--- src/rtl/om_pkg.sv ---
// Shared signed-digit encoding and digit arithmetic helpers for the online multiplier array.
package om_pkg;

    localparam logic [1:0] DIG_POS  = 2'b10;
    localparam logic [1:0] DIG_NEG  = 2'b01;
    localparam logic [1:0] DIG_ZERO = 2'b00;

    // Wide enough for any residual width the array is instantiated with
    localparam int FRAG_W = 32;

    // {p,n} -> p-n; the redundant 11 code decodes to zero
    function automatic logic signed [1:0] dig_val(input logic [1:0] d);
        case (d)
            DIG_POS: return 2'sb01;
            DIG_NEG: return 2'sb11;
            default: return 2'sb00;
        endcase
    endfunction

    function automatic logic signed [FRAG_W-1:0] dig_sel(input logic [1:0] d,
                                                        input logic signed [FRAG_W-1:0] f);
        case (dig_val(d))
            2'sb01:  return f;
            2'sb11:  return -f;
            default: return '0;
        endcase
    endfunction

endpackage

--- src/rtl/om_stage.sv ---
// One online-multiplier array stage: residual doubling, fragment accumulation,
// digit selection and residual correction.
module om_stage
    import om_pkg::*;
#(
    parameter  int Stage = 8,
    localparam int RW    = Stage + 3
) (
    input  logic signed [RW-1:0]    i_w,
    input  logic [1:0]              i_xd,
    input  logic [1:0]              i_yd,
    input  logic [Stage-1:0]        i_a,
    input  logic [Stage-1:0]        i_b,
    input  logic                    i_cin,
    output logic signed [RW-1:0]    o_w,
    output logic [1:0]              o_z
);

    localparam logic signed [RW-1:0] U    = RW'(2 ** (Stage - 1));
    localparam logic signed [RW-1:0] HALF = RW'(2 ** (Stage - 2));

    logic signed [FRAG_W-1:0] w_ya;
    logic signed [FRAG_W-1:0] w_xb;
    logic signed [FRAG_W-1:0] w_t;
    logic signed [RW-1:0]     w_p;
    logic signed [RW-1:0]     w_zu;
    logic                     w_unused_t;

    assign w_ya = dig_sel(i_yd, {{(FRAG_W-Stage){i_a[Stage-1]}}, i_a});
    assign w_xb = dig_sel(i_xd, {{(FRAG_W-Stage){i_b[Stage-1]}}, i_b});
    assign w_t  = w_ya + w_xb;
    // Residual arithmetic is modulo 2^RW; the upper product bits are sign copies
    assign w_p  = (i_w <<< 1) + w_t[RW-1:0] + RW'(i_cin);
    assign w_unused_t = ^w_t[FRAG_W-1:RW];

    always_comb begin
        o_z  = DIG_ZERO;
        w_zu = '0;
        if (w_p >= HALF) begin
            o_z  = DIG_POS;
            w_zu = U;
        end else if (w_p < -HALF) begin
            o_z  = DIG_NEG;
            w_zu = -U;
        end
        o_w = w_p - w_zu;
    end

endmodule

--- src/rtl/om_top_mult.sv ---
// Fully unrolled radix-2 online signed-digit multiplier: input registers,
// combinational stage chain, registered product digits.
module om_top_mult
    import om_pkg::*;
#(
    parameter  int Stage = 8,
    localparam int WL    = 2 * Stage
) (
    input  logic                      clk,
    input  logic                      nReset,
    input  logic [WL-1:0]             x,
    input  logic [WL-1:2]             y,
    input  logic [Stage*(Stage-1):0]  xY,
    input  logic [Stage*(Stage-1)-1:0] yX,
    output logic [WL-1:0]             z
);

    localparam int RW = Stage + 3;

    logic [WL-1:0]              r_x;
    logic [WL-1:2]              r_y;
    logic [Stage*(Stage-1):0]   r_xY;
    logic [Stage*(Stage-1)-1:0] r_yX;
    logic [WL-1:0]              r_z;

    logic signed [RW-1:0] w_w [0:Stage-1];
    logic signed [RW-1:0] w_unused_res;
    logic [WL-1:0]        w_z;

    always_ff @(posedge clk or negedge nReset) begin
        if (!nReset) begin
            r_x  <= '0;
            r_y  <= '0;
            r_xY <= '0;
            r_yX <= '0;
            r_z  <= '0;
        end else begin
            r_x  <= x;
            r_y  <= y;
            r_xY <= xY;
            r_yX <= yX;
            r_z  <= w_z;
        end
    end

    assign w_w[0] = '0;

    generate
        for (genvar j = 1; j <= Stage; j++) begin : g_stage
            if (j < Stage) begin : g_mid
                om_stage #(.Stage(Stage)) u_stage (
                    .i_w   (w_w[j-1]),
                    .i_xd  (r_x[WL-2*j+1 -: 2]),
                    .i_yd  (r_y[WL-2*j+1 -: 2]),
                    .i_a   (r_xY[Stage*(Stage-j) -: Stage]),
                    .i_b   (r_yX[Stage*(Stage-j)-1 -: Stage]),
                    .i_cin ((j == 1) ? r_xY[0] : 1'b0),
                    .o_w   (w_w[j]),
                    .o_z   (w_z[WL-2*j+1 -: 2])
                );
            end else begin : g_last
                // Last digit of x meets zero fragments, so it never affects the product
                om_stage #(.Stage(Stage)) u_stage (
                    .i_w   (w_w[Stage-1]),
                    .i_xd  (r_x[1:0]),
                    .i_yd  (DIG_ZERO),
                    .i_a   ('0),
                    .i_b   ('0),
                    .i_cin (1'b0),
                    .o_w   (w_unused_res),
                    .o_z   (w_z[1:0])
                );
            end
        end
    endgenerate

    assign z = r_z;

endmodule

--- config.mk ---
export PLATFORM = sky130hd
export DESIGN_NAME = om_top_mult
export DESIGN_NICKNAME = d
export VERILOG_FILES = /design/src/rtl/om_pkg.sv /design/src/rtl/om_stage.sv /design/src/rtl/om_top_mult.sv
export SDC_FILE = /design/constraint.sdc
export NUM_CORES = 1
export LEC_CHECK = 0
export BUFFER_PORTS_ARGS = -buffer_cell sky130_fd_sc_hd__buf_4
export CELL_PAD_IN_SITES_DETAIL_PLACEMENT = 1
export CELL_PAD_IN_SITES_GLOBAL_PLACEMENT = 2
export CORE_MARGIN = 2
export CORE_UTILIZATION = 38
export CTS_CLUSTER_DIAMETER = 50
export CTS_CLUSTER_SIZE = 25
export DETAILED_ROUTE_END_ITERATION = 16
export PLACE_DENSITY_LB_ADDON = 0.08
export SETUP_SLACK_MARGIN = 0.5
export SYNTH_ARGS = -nofsm -noshare
export SYNTH_HDL_FRONTEND = slang
export SYNTH_HIERARCHICAL = 1
export SYNTH_SLANG_ARGS = --single-unit
--- constraint.sdc ---
create_clock -name clk -period 24 [get_ports clk]
set_input_delay 4.8 -clock clk [delete_from_list [all_inputs] [get_ports clk]]
set_output_delay 4.8 -clock clk [all_outputs]
set_load 0.03 [all_outputs]
==> impl_results.md <==
- Min-delay worst type: reg -> reg
- Clock Latency Late Sink: 0.49 ns
- Hold bufs inserted after CTS: 0
- Final setup viols: 0
- Global Route Usage Sum: 20.1%
- PostCTS Resize Cnt: 0
- Die width: 200 µm
- Synth Cell Area: 14,600 µm²
- Area of the die: 40,000 µm²
- CTS tree: yes
- Clock sink count: 159
- Required time of the critical path: 24.38 ns
- Period utilisation layout: 86.7%
- # fillers: 4,419
- Final Wtd Congestion: 0.804
- Initial antenna violation count: 2
- Crit-path max FO: 5
- TritonCTS buffer count: 17
- Pins Over Slew Limit: 0
- Gr ovfl total: 0
- Multi-input gate area: 10,400 µm²
- Skew final: 0.0131 ns
- Row cnt: 71
- DRT Pass-1 Iters: 4
- CP max stage delay: 0.49 ns
- Largest net degree at the start of global routing: 62
- Total number of vias: 11,600
- IO Count: 161
- CP Class: reg -> reg
- First-pass GRT wire length: 62,100 µm
- CTS Root Cell: clkbuf_16
- Avg WL per Cell: 16.3 µm
- Status: finished clean
- Synthesis Warnings: 6
- Setup_tns: 0 ns
- Vias in the first global route: 12,300
- Slowest-stage cell, CP: fa_1
- CP Launch Type: flop
- WL final: 37,800 µm
- Initial core utilization: 38.7%
- Worst path bufs/invs: 7
- RSZ-0062 raised after global routing: false
- Crit path from: r_yX[50]$_DFF_PN0_
- Synthesized instance count: 1,557
- F_max: 48.1 MHz
- Hold Fails Final Rpt: 0
- Area Overhead vs Synth: 18.1%
- Minimum clock period: 20.80 ns
- Reg area: 3980 µm²
- Clock slew at reported path FFs: 0.07 ns
- CTS max path bufs: 2
- R2R Path Start: r_yX[50]$_DFF_PN0_
- Core box area: 37,800 µm²
- Worst slew pin tran: 0.697 ns
- Hold path start: r_xY[24]$_DFF_PN0_
- Critical Path End Type: flop
- PortBufs: 160
- H-tree depth: 4
- Post-CTS Setup Bufs: 0
- Family with the most delay on the worst path: adder cells
- Max-cap violations: 0
- Vias/cell: 5.02
- Arr. time, crit path: 21.19 ns
- Most used cell, CP: fa_1
- Layout cell share with drive strength beyond 1: 14.6%
- Fin nets: 2,174
- Relative slew slack: 53.5%
- Chip Height: 200 µm
- Initial DRC Count: 436
- Remaining DRCs: 0
- Antenna-violating nets left: 0
- Post-DP HPWL: 31,300 µm
- Synthesized area per cell: 9.38 µm²
## flip-flops by register name, summed over array words and instances, names as in the netlist
register  cells
r_xY         57
r_yX         56
r_x          16
z            16
r_y          14
## path summary, 6_finish.rpt
check / slack (ns) / cells after the start / to
worst max register to register: 3.20 / 78 / z[1]$_DFF_PN0_
worst min-delay path: 1.08 / 6 / z[7]$_DFF_PN0_
min in group asynchronous: 4.27 / 1 / z[0]$_DFF_PN0_
worst max-delay path: 3.20 / 78 / z[1]$_DFF_PN0_
max in group asynchronous: 18.61 / 2 / r_yX[29]$_DFF_PN0_
worst min register to register: 1.08 / 6 / z[7]$_DFF_PN0_
## tightest hold or removal path, stage by stage (launching register included)
cell     delay (ns)
dfrtp_1        0.38
nor2b_1        0.08
nand2_1        0.06
a21oi_1        0.10
xnor2_2        0.22
xor2_2         0.09
o31a_1         0.12
## layout make-up
| cell class | count | share of cell area (%) |
|---|---|---|
| tap | 511 | 3.71 |
| clock buffer | 17 | 2.47 |
| sequential | 159 | 23.1 |
| clock inverter | 14 | 1.01 |
| antenna | 1 | 0.0145 |
| timing repair buffer | 162 | 7.07 |
| inverter | 121 | 2.63 |
| multi-input combinational | 1331 | 60.0 |
## layer usage
layer | track usage [%] | routed length [µm]
met5 | 0 | 0
met2 | 34.6 | 18700
met3 | 3.61 | 1040
met1 | 25.6 | 17400
met4 | 6.39 | 655
## cell usage in the layout, fill, tap and decap left out, types with 9 or more instances in the layout
master / instances
ha_1: 142
conb_1: 88
fa_1: 95
nand2_1: 143
dfrtp_1: 159
mux2i_1: 9
nand2b_1: 13
o21ai_0: 25
nor3b_1: 29
xor2_1: 54
nor2_1: 150
nor3_1: 48
nor2b_1: 16
a22oi_1: 31
xnor2_2: 12
or3_1: 23
nand3b_1: 19
a21oi_1: 161
clkbuf_16: 17
o21ai_1: 21
a311oi_1: 15
xnor2_1: 39
a21o_1: 35
buf_4: 161
inv_1: 116
## stage by stage
step                utilization (%)  hold WS, ns  std cells  setup WS (ns)  cell area, µm²
finish                         45.7         1.08       2316           3.20           17200
CTS                            45.7         1.09       2315           3.11           17200
global route                   45.7         1.16       2316           1.99           17200
detailed placement             44.1         1.08       2284           3.13           16600
global placement               44.1         1.07       2284           3.80           16600
floorplan                         -        0.910       1644           4.65           14900
Power is not shown: default switching activity piles up to over one toggle a cycle in this logic, so the estimate is an artifact.
